`src/rtl/l2_pmem_burst_adaptor.sv`:
```
// Splits one L2 line read/write into BEATS burst transfers to main memory and
// returns a single-cycle line-level completion to the L2 controller.
module l2_pmem_burst_adaptor #(
   parameter int unsigned LINE_WIDTH  = 256,
   parameter int unsigned BURST_WIDTH = 64,
   parameter int unsigned ADDR_WIDTH  = 32
) (
   input  logic                   clk,
   input  logic                   rst,
   input  logic [ADDR_WIDTH-1:0]  address_i,
   input  logic [LINE_WIDTH-1:0]  line_i,
   input  logic                   read_i,
   input  logic                   write_i,
   output logic [LINE_WIDTH-1:0]  line_o,
   output logic                   resp_o,
   output logic [ADDR_WIDTH-1:0]  address_o,
   output logic [BURST_WIDTH-1:0] burst_o,
   input  logic [BURST_WIDTH-1:0] burst_i,
   output logic                   read_o,
   output logic                   write_o,
   input  logic                   resp_i
);

   localparam int unsigned BEATS = LINE_WIDTH / BURST_WIDTH;
   localparam int unsigned CW    = (BEATS > 1) ? $clog2(BEATS) : 1;
   localparam int unsigned OFFS  = $clog2(LINE_WIDTH / 8);
   localparam logic [ADDR_WIDTH-1:0] ALIGN_MASK = {ADDR_WIDTH{1'b1}} << OFFS;

   typedef enum logic [1:0] {
      IDLE,
      READ,
      WRITE,
      DONE
   } state_t;

   state_t                  state;
   state_t                  state_next;
   logic [CW-1:0]           count;
   logic                    last_beat;
   logic [LINE_WIDTH-1:0]   rd_line;
   logic [LINE_WIDTH-1:0]   wr_line;
   logic [ADDR_WIDTH-1:0]   addr_buf;

   assign last_beat = resp_i && (count == CW'(BEATS - 1));

   // State register
   always_ff @(posedge clk or posedge rst) begin
      if (rst) begin
         state <= IDLE;
      end else begin
         state <= state_next;
      end
   end

   // Next-state logic; a simultaneous read/write request is taken as a write
   always_comb begin
      state_next = state;
      unique case (state)
         IDLE: begin
            if (write_i) begin
               state_next = WRITE;
            end else if (read_i) begin
               state_next = READ;
            end
         end
         READ: begin
            if (last_beat) begin
               state_next = DONE;
            end
         end
         WRITE: begin
            if (last_beat) begin
               state_next = DONE;
            end
         end
         DONE: begin
            state_next = IDLE;
         end
         default: begin
            state_next = IDLE;
         end
      endcase
   end

   // Output logic
   always_comb begin
      read_o    = 1'b0;
      write_o   = 1'b0;
      resp_o    = 1'b0;
      burst_o   = '0;
      unique case (state)
         READ: begin
            read_o = 1'b1;
         end
         WRITE: begin
            write_o = 1'b1;
            for (int unsigned b = 0; b < BEATS; b++) begin
               if (count == CW'(b)) begin
                  burst_o = wr_line[b*BURST_WIDTH +: BURST_WIDTH];
               end
            end
         end
         DONE: begin
            resp_o = 1'b1;
         end
         default: begin
            resp_o = 1'b0;
         end
      endcase
   end

   assign address_o = addr_buf;
   // Read line has its own buffer so a write-back never disturbs line_o
   assign line_o    = rd_line;

   // Datapath: request latching, beat capture and beat counting
   always_ff @(posedge clk or posedge rst) begin
      if (rst) begin
         count    <= '0;
         rd_line  <= '0;
         wr_line  <= '0;
         addr_buf <= '0;
      end else begin
         unique case (state)
            IDLE: begin
               if (write_i) begin
                  wr_line  <= line_i;
                  addr_buf <= address_i & ALIGN_MASK;
                  count    <= '0;
               end else if (read_i) begin
                  addr_buf <= address_i & ALIGN_MASK;
                  count    <= '0;
               end
            end
            READ: begin
               if (resp_i) begin
                  for (int unsigned b = 0; b < BEATS; b++) begin
                     if (count == CW'(b)) begin
                        rd_line[b*BURST_WIDTH +: BURST_WIDTH] <= burst_i;
                     end
                  end
                  count <= last_beat ? '0 : count + 1'b1;
               end
            end
            WRITE: begin
               if (resp_i) begin
                  count <= last_beat ? '0 : count + 1'b1;
               end
            end
            default: begin
               count <= '0;
            end
         endcase
      end
   end

endmodule

```
`config.mk`:
```
export PLATFORM = sky130hd
export DESIGN_NAME = l2_pmem_burst_adaptor
export DESIGN_NICKNAME = d
export VERILOG_FILES = /design/src/rtl/l2_pmem_burst_adaptor.sv
export SDC_FILE = /design/constraint.sdc
export NUM_CORES = 1
export LEC_CHECK = 0
export CAP_MARGIN = 20
export CORE_AREA = 3 3 274 276
export DETAILED_ROUTE_END_ITERATION = 7
export DIE_AREA = 0 0 277 279
export SETUP_SLACK_MARGIN = 0.4
export SYNTH_ARGS = -nofsm -noshare
export SYNTH_HDL_FRONTEND = slang
export SYNTH_SLANG_ARGS = --single-unit
```
`constraint.sdc`:
```
create_clock -name clk -period 45.9 [get_ports clk]
set_input_delay 9.18 -clock clk [delete_from_list [all_inputs] [get_ports clk]]
set_output_delay 9.18 -clock clk [all_outputs]
set_load 0.02 [all_outputs]
```
Word-level counts from Yosys, hierarchy flattened:

Cells that the tools add are included.

* word-level logic and storage cells: 50
* bits in registers: 548

* reductions and logical operators: 13
* multiplexer cells: 19
* equality and inequality tests: 9
* add/subtract/negate cells: 1

Operators by type and width (number)
* $mux W64: 5
* $mux W32: 2
* $mux W2: 7
* $reduce_and A3 Y1: 4
* $eq A2 B2 Y1 const B: 4
* $reduce_and A2 Y1: 4
* $pmux W2 S3: 1
* $eq A2 B1 Y1 const B: 2
* $logic_not A2 Y1: 2
* $ne A2 B1 Y1 const B: 2
* $pmux W2 S2: 1
* $mux W1: 3
* $ne A3 B3 Y1 const B: 1
* $add A2 B1 Y2 const B: 1
* $reduce_bool A2 Y1: 1
* $reduce_or A2 Y1: 1
* $logic_and A1 B1 Y1: 1

Longest topological paths before layout:

Gate-level depths: netlist of the first run.

* depth in word-level cells: 6
* gate-level depth with buffers: 7

Worst setup path before layout of the first run:

Ideal clock, no wire load.

* kind: register to output
* start: register state[0]
* end: output burst_o[0]
* arrival: 1842 ps
* path buffers: 2
* cell stages (with the launch flop): 7
* slack: 34878 ps
* cell sequence: dfrtp_1 inv_1 ha_1 nand2b_1 buf_2 clkbuf_1 o31ai_1

* word-level cells in the longest chain between the ends: 2

RTL lines
* from (decl): line 36 `state_t state;`
* from (signal assigned): line 51 `state <= state_next;`
* $eq A2 B2 Y1: line 91 `unique case (state)`
* $mux W64: line 91
* to (decl): line 17 `output logic [BURST_WIDTH-1:0] burst_o,`

Every way passes these cells.

Worst setup path after layout of the first run:

* start: register count[0]
* end: output burst_o[52]

* word-level cells in the longest chain between the ends: 6
* elaborated cells between the ends (all ways): 9
* those cells by class: eq/ne: 3; mux: 5; reduce/logical: 1

RTL lines
* from (decl): line 38 `logic [CW-1:0] count;`
* from (signal assigned): line 142 `count <= last_beat ? '0 : count + 1'b1;`
* from (signal assigned): line 147 `count <= last_beat ? '0 : count + 1'b1;`
* $logic_not A2 Y1: line 98 `if (count == CW'(b)) begin`
* $mux W64 (3 in a row): line 98
* $mux W64 *: line 98
* $mux W64 *: line 91

Mark *: on every way between the ends. The rest lies on a longest branch, timed or not.

==> results.md, run 1 <==
Route:
- The mean number of vias per cell is between 4 and 5.
- After the first detailed-routing iteration, the DRC count stood at a little over 700.
- The total number of vias is 15332.
- After detailed routing, the total wire length is 72000 um.
- The count of TritonRoute iterations in the first routing pass is 5.
- After detailed routing, the average wire length per cell comes to around 23 um.
- The number of DRC violations after detailed routing is 0.
- Once detail routing completed, the nets flagged for antenna violations numbered 0.

Floorplan:
- The die covers slightly below 80000 um^2.
- The core area is between 70000 and 80000 um^2.
- The number of ports placed on the die boundary is 712.
- From bottom edge to top edge, the die measures approximately 280 um.
- The number of core rows is just under 100.
- Measured along the x axis, the die boundary spans approximately 280 um.
- The starting density of the core is 0.310.

Finish:
- After the last flow step, the layout net total stands at between 2000 and 3000.
- The non-filler instance count after layout is ~3200.
- The area of all placed cells without fillers is 32200 um^2.
- Of the cells placed in the final design, the portion with a size suffix greater than 1 is 0.299.
- The library cell used most frequently in the layout, excluding fill and tap cells, is sky130_fd_sc_hd__clkdlybuf4s50_1.
- Relative to the synthesized area, the layout overhead comes to 42.5%.
- The library cells used most frequently in the layout, excluding fill and tap cells, are sky130_fd_sc_hd__clkdlybuf4s50_1, sky130_fd_sc_hd__dfrtp_1, sky130_fd_sc_hd__mux2_2, sky130_fd_sc_hd__nor2b_1, sky130_fd_sc_hd__a221oi_1.
- The layout has 6538 filler cells.

Power:
- The static leakage is about 13 nW.
- The overall power is 2.37 mW.
- For this design the ratio of total power to cell area is approximately 74 nW/um^2.
- The maximum resistive drop on vdd is 50.7 uV.

STA:
- For the pin with the worst max-slew slack, the measured transition is ~1.2 ns.
- Hold is met by about 0.5 ns.
- The highest attainable clock frequency is about 75 MHz.
- The shortest period the worst path allows is approximately 13 ns.
- Setup violations remaining at the end of the flow were counted as 0.
- The final-layout setup total negative slack is 0 ns.
- The setup clock skew after layout is around 0.013 ns.
- The number of failing hold endpoints at the final stage came to 0.
- Dividing the final minimum period by the clock period gives 0.291.
- The worst pin sits at a relative slew slack of 0.210.
- The max-slew violation total from the final report was 0.
- Setup repair after global routing left no endpoint under its margin.

Logic synthesis:
- The average cell area after synthesis is roughly 15 um^2.
- The commonest register cell after synthesis is sky130_fd_sc_hd__dfrtp_1.
- Synthesis instantiated 27 different standard cells from the library.
- The share of the yosys chip area belonging to registers is 0.602.
- The number of warnings reported in the yosys synthesis log is 0.
- The share of flip-flops with an asynchronous set or reset after synthesis is 1.00.
- The post-synthesis register bit count is roughly 540.
- In this run the cell area of the synthesized design comes to around 23000 um^2.
- The number of enable flip-flop cells after synthesis is 0.
- In the synthesized netlist, the number of instances is 1490.

Worst setup path:
- Of all nets on the critical path, the largest fanout is ~50.
- The startpoint kind of the worst setup timing path is a register.
- For the worst setup path, the data required time is ~37 ns.
- STA classifies the critical path endpoint as an output port.
- For flop-to-flop paths, the worst setup slack is 41.99 ns.
- By startpoint and endpoint, the worst setup path is classified as reg -> out.
- The data arrival time of the critical path is 4.16 ns.

Job:
- Max-cap violations in this run came to 0.

Clock tree:
- The count of hold buffers inserted by post-cts repair is 0.
- The number of levels in the clock H-tree is 2.
- TritonCTS built the clock tree.
- No sink is reached through more buffers than the 3 on the longest clock path.
- The number of setup buffers added after CTS is 0.
- The root buffer cell is sky130_fd_sc_hd__clkbuf_16.
- The TritonCTS sink count is roughly 540.
- The clock buffer count from CTS is 60.
- The clock reaches the later pin of the worst-skew pair after a little over 0.6 ns.
- Gates resized during post-CTS repair numbered 0.
- After clock tree synthesis, the clock-pin slew on the worst setup and hold paths is 0.06 ns.

GRT:
- Entering global routing, the biggest net connects around 170 pins.
- The initial antenna violation count is 16.
- Across every metal layer, demand over resource in global routing totals 0.178.
- The total congestion overflow after global routing is 0.
- The first-pass GRT wire length is around 110000 um.
- The number of global-route vias before repair is about 16000.

Place:
- The count of buffers added on input and output ports is 701.
- The detailed placement HPWL is between 50000 and 60000 um.
- Once placement finished, the instance area stood at 30200 um^2.
- After detailed placement, the design holds a cell count of 3063.
- At the end of routability-driven placement, the weighted congestion stood at roughly 0.84.

Worst hold path:
- The path type of the worst min-delay path is reg -> reg.

Outcome:
- The run finished with clean final reports.
metal layers:
metal / track usage / vias to the layer above / part of all wire
met1: 0.205 / 7917 / 0.39
met4: 0.0393 / 12 / 0.017
li1: - / 6779 / -
met3: 0.0665 / 87 / 0.085
met5: 0 / - / 0.0011
met2: 0.317 / 537 / 0.51
report_power, final:
part	internal, mW	leakage, nW	total [mW]	switching [mW]
clock	0.273	0.947	0.467	0.194
combinational	0.543	5.83	1.06	0.518
sequential	0.720	6.61	0.844	0.124
total	1.54	13.4	2.37	0.836
registers in the layout, indices dropped and copies added (netlist names):
name / count
address_o: 27
state: 2
wr_line: 256
count: 2
line_o: 256
cells in the mapped netlist (all sizes together), types with 2 or more instances:
cell     instances  area share
a221oi          64       0.025
mux2i            2     0.00089
a2bb2oi          2     0.00078
o31ai           63       0.021
nand2           12      0.0021
clkbuf          29      0.0048
inv              7      0.0012
buf             80       0.033
a21oi            3     0.00066
dfrtp          543        0.60
nor2b           66       0.018
ha               9      0.0050
o21ai            4      0.0011
mux2           539        0.27
nand3           61       0.014
per-stage QoR:
stage | util | worst slack, ns
after detailed placement | 0.415 | 32.92
final | 0.442 | 32.56
after global placement | 0.415 | 32.99
after CTS | 0.441 | 32.45
after global routing | 0.441 | 32.37
after floorplan | - | 21.54
critical path: stages, from the launching register on:
cell                              delay [ns]
sky130_fd_sc_hd__dfrtp_1                0.41
sky130_fd_sc_hd__inv_1                  0.17
sky130_fd_sc_hd__ha_1                   0.36
sky130_fd_sc_hd__nor2b_4                0.50
sky130_fd_sc_hd__buf_4                  0.69
sky130_fd_sc_hd__a221oi_1               0.30
sky130_fd_sc_hd__o31ai_1                0.36
sky130_fd_sc_hd__clkdlybuf4s50_1        0.67
logic make-up after synthesis:
group | Yosys count | share of synthesized area
AO/OA/AOI/OAI | 138 | 0.0491
adder cells (fa/ha/maj) | 9 | 0.00499
buffers and inverters | 116 | 0.0386
flip-flops | 543 | 0.602
multiplexers | 541 | 0.270
other | 1 | 0.000166
AND/OR/NAND/NOR | 142 | 0.0355
worst paths after layout:
kind                             from             to  cells past startpoint
setup / recovery             count[0]    burst_o[52]                      7
max in group asynchronous         rst    line_o[137]                      4
setup reg to reg             state[1]    wr_line[90]                      6
min in group asynchronous         rst  address_o[28]                      2
hold / removal             line_o[43]     line_o[43]                      1
hold reg to reg            line_o[43]     line_o[43]                      1
layout make-up:
type | instances | area [um^2] | area share
antenna | 10 | 25.0 | 0.000778
clock buffer | 90 | 1750 | 0.0545
inverter | 7 | 33.8 | 0.00105
clock inverter | 15 | 166 | 0.00517
tap | 959 | 1200 | 0.0373
timing repair buffer | 720 | 7190 | 0.224
multi-input combinational | 835 | 8200 | 0.255
sequential | 543 | 13600 | 0.422
No activity file was read; power rests on OpenSTA's default activity.
==> inputs of run 2 (changes only) <==
==> constraint.sdc (replaced) <==
create_clock -name clk -period 13.2 [get_ports clk]
set_input_delay 2.64 -clock clk [delete_from_list [all_inputs] [get_ports clk]]
set_output_delay 2.64 -clock clk [all_outputs]
set_load 0.02 [all_outputs]
==> results.md, run 2 (same netlist as run 1, synthesis figures left out) <==
Floorplan:
- The vertical extent of the die is 279 um (unchanged).
- The core area is 72800 um^2 (unchanged).
- The number of core rows was 99 (unchanged).
- The floorplan die width is 277 um (unchanged).
- The starting density of the core is 0.310 (unchanged).
- The number of ports placed on the die boundary came to 712 (unchanged).
- The overall die area is 77300 um^2 (unchanged).

Finish:
- The utilization of the core after routing was 0.444 (+0.00208).
- From synthesis to final layout, the design area changed by 43.1%.
- The multi-input combinational cell area came to 8200 um^2 (unchanged).
- The most common library cell in the layout ignoring fill and taps is sky130_fd_sc_hd__clkdlybuf4s50_1.
- The filler cell count is 6578 (+0.61%).
- The top cell types in the final layout, fill and taps aside, are sky130_fd_sc_hd__clkdlybuf4s50_1, sky130_fd_sc_hd__dfrtp_1, sky130_fd_sc_hd__mux2_2, sky130_fd_sc_hd__nor2b_1, sky130_fd_sc_hd__a221oi_1.
- The share of cells above drive strength 1 is 0.301 (+0.00190).
- The area of all sequential standard cells is 13600 um^2 (unchanged).
- The layout net count is 2532 (-0.039%).

STA:
- Setup repair after global routing left no endpoint under its margin.
- The final-layout setup total negative slack is 0 ns (unchanged).
- The max-slew violation total from the final report came to 0 (unchanged).
- The final-report setup violation count is 0 (unchanged).
- The tightest slew margin relative to the limit is 0.196 (-0.0140).
- The shortest period the worst path allows is approximately 6.5 ns.
- For this run, the top clock speed supported by timing is 154 MHz.
- The pin slew with the least headroom to its limit is 1.21 ns (+0.0210 ns).
- The number of failing hold endpoints at the final stage is 0 (unchanged).
- The setup clock skew after layout is 0.0308 ns (+0.0173 ns).
- In the finished design, the share of the clock period the worst path needs comes to 0.493.

GRT:
- The global routing usage summed across all routing layers is 0.177 (-0.00159).
- The total congestion overflow after global routing was 0 (unchanged).
- The initial antenna violation count was 19 (+3).
- The number of global-route vias before repair is 16444 (-0.012%).
- The pin count of the biggest net entering global routing is 180 (+7.8%).
- The first-pass GRT wire length is 106000 um (-0.86%).

Clock tree:
- The number of post-CTS setup repair buffers is 0 (unchanged).
- The number of levels in the clock H-tree is 2 (unchanged).
- The TritonCTS sink count came to 543 (unchanged).
- The root buffer cell is sky130_fd_sc_hd__clkbuf_16.
- The worst-case clock buffer depth is 3 (unchanged).
- The clock buffer count from CTS is 60 (unchanged).
- TritonCTS built the clock tree.
- The count of hold buffers inserted by post-cts repair is 0 (unchanged).
- The number of resized instances in the post-cts repair step was 0 (unchanged).
- The source-to-sink clock delay at the later pin of the worst-skew pair is 0.61 ns (about the same).
- The clock slew at the register clock pins of the worst setup and hold paths is 0.06 ns (about the same).

Route:
- The number of DRC markers in iteration 0 is 668 (-7.4%).
- The routed length per instance is 22.2 um (-1.8%).
- The count of TritonRoute iterations in the first routing pass came to 4 (-1).
- The overall routed net length came to 70800 um (-1.6%).
- The number of DRC violations after detailed routing is 0 (unchanged).
- The mean number of vias per cell is 4.78 (-0.93%).
- The total number of vias is 15227 (-0.68%).
- The number of antenna-violating nets in the routed design was 0 (unchanged).

Worst hold path:
- The path type of the worst min-delay path is reg -> reg.

Power:
- The static leakage is 13.4 nW (+0.43%).
- The power per unit of standard cell area came to 258 nW/um^2 (+250%).
- The maximum resistive drop on vdd is 143 uV (+180%).

Place:
- The weighted congestion at the end of routability-driven global placement is 0.825 (-2.3%).
- The detailed placement HPWL is 49100 um (-2.2%).
- The quantity of I/O buffers inserted on ports is 701 (unchanged).

Worst setup path:
- The maximum fanout along the worst path is 86 (+76%).
- The required time at the endpoint of the critical path is 10.56 ns (-26.16 ns).
- By startpoint and endpoint, the worst setup path is classified as reg -> out.
- STA classifies the critical path endpoint as an output port.
- The startpoint kind of the worst setup timing path is a register.
- The data arrival time of the critical path was 3.87 ns (-0.29 ns).

Job:
- The max-cap check violation count is 0 (unchanged).

Outcome:
- The run finished with clean final reports.
==> run 2: worst paths after layout <==
check                           from            end  slack [ns]  depth (start not counted)
setup / recovery            count[0]    burst_o[57]        6.69                          6
hold / removal             line_o[7]      line_o[7]        0.50                          1
setup reg to reg            count[1]    line_o[198]       10.18                          5
hold reg to reg            line_o[7]      line_o[7]        0.50                          1
max in group asynchronous        rst   wr_line[108]        8.59                          5
min in group asynchronous        rst  address_o[29]        2.32                          2
==> run 2: cell type report <==
class,instances,share of cell area
well taps,959,0.0371
diodes,12,0.000929
repair buffers,719,0.223
multi-input cells,835,0.254
flip-flops and latches,543,0.420
clock buffers,89,0.0542
clock inverters,23,0.00956
inverters,7,0.000929
==> run 2: report_power, final <==
part	internal, mW	leakage [nW]	switching [mW]
sequential	2.50	6.61	0.422
clock	1.05	1.01	0.682
combinational	1.89	5.82	1.79
total	5.44	13.4	2.90
==> run 2: per-stage QoR <==
| step | cell area, um^2 | total power, mW | std cells | setup slack [ns] | hold WS, ns |
|---|---|---|---|---|---|
| 2_1_floorplan | 22600 | 5.01 | 1494 | 3.17 | 0.479 |
| 3_3_place_gp | 30200 | 6.58 | 3062 | 7.31 | 0.486 |
| 3_5_place_dp | 30200 | 6.68 | 3062 | 7.30 | 0.491 |
| 4_1_cts | 32300 | 8.45 | 3174 | 6.58 | 0.505 |
| 5_1_grt | 32300 | 8.77 | 3181 | 6.41 | 0.508 |
| 6_report | 32300 | 8.34 | 3187 | 6.69 | 0.501 |
==> run 2: per-layer routing <==
layer / vias up / global-route usage / wire length [um]
met5: - / 0 / 96
li1: 6790 / - / -
met1: 7744 / 0.203 / 27200
met3: 121 / 0.0629 / 5870
met2: 558 / 0.306 / 35400
met4: 14 / 0.0620 / 2300
==> run 2: worst max-delay path: stages, from the launching register on <==
cell and delay, ns:
sky130_fd_sc_hd__dfrtp_1 0.40, sky130_fd_sc_hd__inv_1 0.17, sky130_fd_sc_hd__ha_4 0.54, sky130_fd_sc_hd__buf_4 0.81
sky130_fd_sc_hd__a221oi_1 0.26, sky130_fd_sc_hd__o31ai_1 0.33, sky130_fd_sc_hd__clkdlybuf4s50_1 0.66
==> inputs of run 3 (changes only) <==
--- a/config.mk
+++ b/config.mk
@@ -6,9 +6,9 @@
 export NUM_CORES = 1
 export LEC_CHECK = 0
 export CAP_MARGIN = 20
-export CORE_AREA = 3 3 274 276
+export CORE_AREA = 3 3 273 275
 export DETAILED_ROUTE_END_ITERATION = 7
-export DIE_AREA = 0 0 277 279
+export DIE_AREA = 0 0 276 278
 export SETUP_SLACK_MARGIN = 0.4
 export SYNTH_ARGS = -nofsm -noshare
 export SYNTH_HDL_FRONTEND = slang
==> constraint.sdc (replaced) <==
create_clock -name clk -period 5.7 [get_ports clk]
set_input_delay 1.14 -clock clk [delete_from_list [all_inputs] [get_ports clk]]
set_output_delay 1.14 -clock clk [all_outputs]
set_load 0.02 [all_outputs]
==> results.md, run 3 (same netlist as run 1, synthesis figures left out) <==
STA:
- Setup repair after global routing left no endpoint under its margin.
- Subtracting the final worst setup slack from the clock period gives 5.03 ns.
- The max-slew violation total from the final report came to 0 (unchanged).
- The tightest slew margin relative to the limit came to 0.315 (+0.119).
- The highest attainable clock frequency is about 200 MHz.
- The number of failing hold endpoints at the final stage is 0 (unchanged).
- The pin slew with the least headroom to its limit is 1.03 ns (-0.179 ns).
- The setup clock skew after layout was 0.0226 ns (-0.00815 ns).
- The final-report setup violation count came to 0 (unchanged).
- In the finished design, the share of the clock period the worst path needs comes to 0.882.

Finish:
- The share of cells above drive strength 1 is 0.301 (+0.000403).
- The area of all placed cells without fillers is 32300 um^2 (about the same).
- The filler cell count is 6626 (+0.73%).
- The library cell used most frequently in the layout, excluding fill and tap cells, is sky130_fd_sc_hd__clkdlybuf4s50_1.
- The non-filler instance count after layout came to 3188 (+0.031%).
- The area growth from synthesis to final layout came to 43.1% (about the same).
- The library cells used most frequently in the layout, excluding fill and tap cells, are sky130_fd_sc_hd__clkdlybuf4s50_1, sky130_fd_sc_hd__dfrtp_1, sky130_fd_sc_hd__mux2_2, sky130_fd_sc_hd__nor2b_1, sky130_fd_sc_hd__a221oi_1.
- The layout net count is 2542 (+0.39%).

Clock tree:
- The number of resized instances in the post-cts repair step is 0 (unchanged).
- The count of hold buffers inserted by post-cts repair is 0 (unchanged).
- The TritonCTS sink count was 543 (unchanged).
- The source-to-sink clock delay at the later pin of the worst-skew pair is 0.61 ns (about the same).
- The clock buffer count from CTS is 60 (unchanged).
- In this run the clock root is driven by a sky130_fd_sc_hd__clkbuf_16.
- The clock slew at the register clock pins of the worst setup and hold paths is 0.05 ns (about the same).
- The worst-case clock buffer depth is 3 (unchanged).
- TritonCTS built the clock tree.
- The number of post-CTS setup repair buffers is 0 (unchanged).
- The number of levels in the clock H-tree is 2 (unchanged).

Worst setup path:
- The required time at the endpoint of the critical path is 4.56 ns (-6.00 ns).
- The data arrival time of the critical path is 3.89 ns (+0.02 ns).
- The origin of the critical flop-to-flop path is count[1].
- STA classifies the critical path startpoint as a register.
- The critical path is of the reg -> out type.
- The critical path starts at count[1].
- The critical path endpoint category is an output port.
- The maximum fanout along the worst path is 33 (-62%).

Power:
- The static leakage is 13.4 nW (about the same).
- The maximum resistive drop on vdd came to 333 uV (+130%).
- The power per unit of standard cell area is 595 nW/um^2 (+130%).

Floorplan:
- The floorplan die width is 276 um (-0.36%).
- The overall die area came to 76700 um^2 (-0.72%).
- The number of core rows was 99 (unchanged).
- The number of ports placed on the die boundary is 712 (unchanged).
- The vertical extent of the die is 278 um (-0.36%).
- The core area came to 72600 um^2 (-0.34%).
- The starting density of the core was 0.311 (+0.00106).

Route:
- The number of antenna-violating nets in the routed design came to 0 (unchanged).
- The count of TritonRoute iterations in the first routing pass is 6 (+2).
- The number of DRC violations after detailed routing came to 0 (unchanged).
- The overall routed net length was 72800 um (+2.8%).
- The mean number of vias per cell was 4.81 (+0.57%).
- The total number of vias is 15319 (+0.60%).
- The routed length per instance is 22.8 um (+2.7%).
- The number of DRC markers in iteration 0 is 578 (-13%).

GRT:
- The global routing usage summed across all routing layers is 0.184 (+0.00723).
- The global-route track usage on met3 was 0.0659 (+0.00297).
- The total congestion overflow after global routing is 0 (unchanged).
- The met1 global-route usage is 0.211 (+0.00730).
- The first-pass GRT wire length is 109000 um (+3.0%).
- The met2 global-route usage was 0.323 (+0.0173).
- The initial antenna violation count is 22 (+3).
- The number of global-route vias before repair is 16669 (+1.4%).
- The global routing's busiest layer is met2.
- The pin count of the biggest net entering global routing was 109 (-39%).

Place:
- The weighted congestion at the end of routability-driven global placement is 0.835 (+1.2%).
- The cell area reported after detailed placement came to 30300 um^2 (+0.44%).
- The cell count after placement is 3073 (+0.36%).
- The detailed placement HPWL is 51800 um (+5.5%).
- The quantity of I/O buffers inserted on ports is 701 (unchanged).

Outcome:
- The run finished with clean final reports.

Worst hold path:
- In this run the worst hold path is classified as reg -> reg.
- In this run the most critical hold path is launched from line_o[73].

Job:
- The max-cap check violation count came to 0 (unchanged).
[run 3: changes by cell type in the layout (fill, tap and decap cells not counted), sizes merged]
cell	delta
inv	+2
clkbuf	+4
clkinv	-4
bufinv	-4
buf	+10
clkinvlp	-1
diode	-6
[run 3: final timing paths]
check                                    end  cells after the start  slack, ns
worst min register to register    line_o[73]                      1       0.50
max in group asynchronous       wr_line[122]                      3       3.43
min in group asynchronous        line_o[109]                      2       1.08
worst max-delay path              burst_o[0]                      7       0.67
worst min-delay path              line_o[73]                      1       0.50
worst max register to register   line_o[233]                      5       2.40
[run 3: layout make-up]
class	instances	area (um^2)	share of cell area
diodes	6	15.0	0.000465
clock buffers	93	1770	0.0547
clock inverters	16	175	0.00542
inverters	7	30.0	0.000930
multi-input cells	835	8200	0.254
flip-flops and latches	543	13600	0.421
well taps	959	1200	0.0372
repair buffers	729	7310	0.227
[run 3: per-stage QoR]
stage / setup slack, ns / TNS, ns / hold slack (ns) / utilization / power, mW
finish: 0.672 / 0 / 0.500 / 0.445 / 19.2
global placement: 1.32 / 0 / 0.486 / 0.418 / 15.3
floorplan: -2.83 / -1534.48 / 0.479 / - / 11.6
detailed placement: 1.25 / 0 / 0.491 / 0.418 / 15.5
global route: 0.443 / 0 / 0.510 / 0.445 / 20.2
CTS: 0.546 / 0 / 0.504 / 0.445 / 19.5
[run 3: metal layers]
metal	routed length, um	part of all wire	vias to the layer above
li1	-	-	6811
met3	5880	0.081	130
met2	36400	0.50	543
met4	2290	0.031	26
met5	173	0.0024	-
met1	28100	0.39	7809
[run 3: worst max-delay path, stage by stage (launching register included)]
cell,delay (ns)
sky130_fd_sc_hd__dfrtp_1,0.41
sky130_fd_sc_hd__inv_1,0.10
sky130_fd_sc_hd__ha_2,0.51
sky130_fd_sc_hd__nor2b_4,0.73
sky130_fd_sc_hd__buf_4,0.34
sky130_fd_sc_hd__a221oi_1,0.10
sky130_fd_sc_hd__o31ai_1,0.35
sky130_fd_sc_hd__clkdlybuf4s50_1,0.71
[run 3: power breakdown]
group	switching, mW	internal (mW)
sequential	1.00	5.80
clock	1.57	2.25
combinational	4.17	4.40
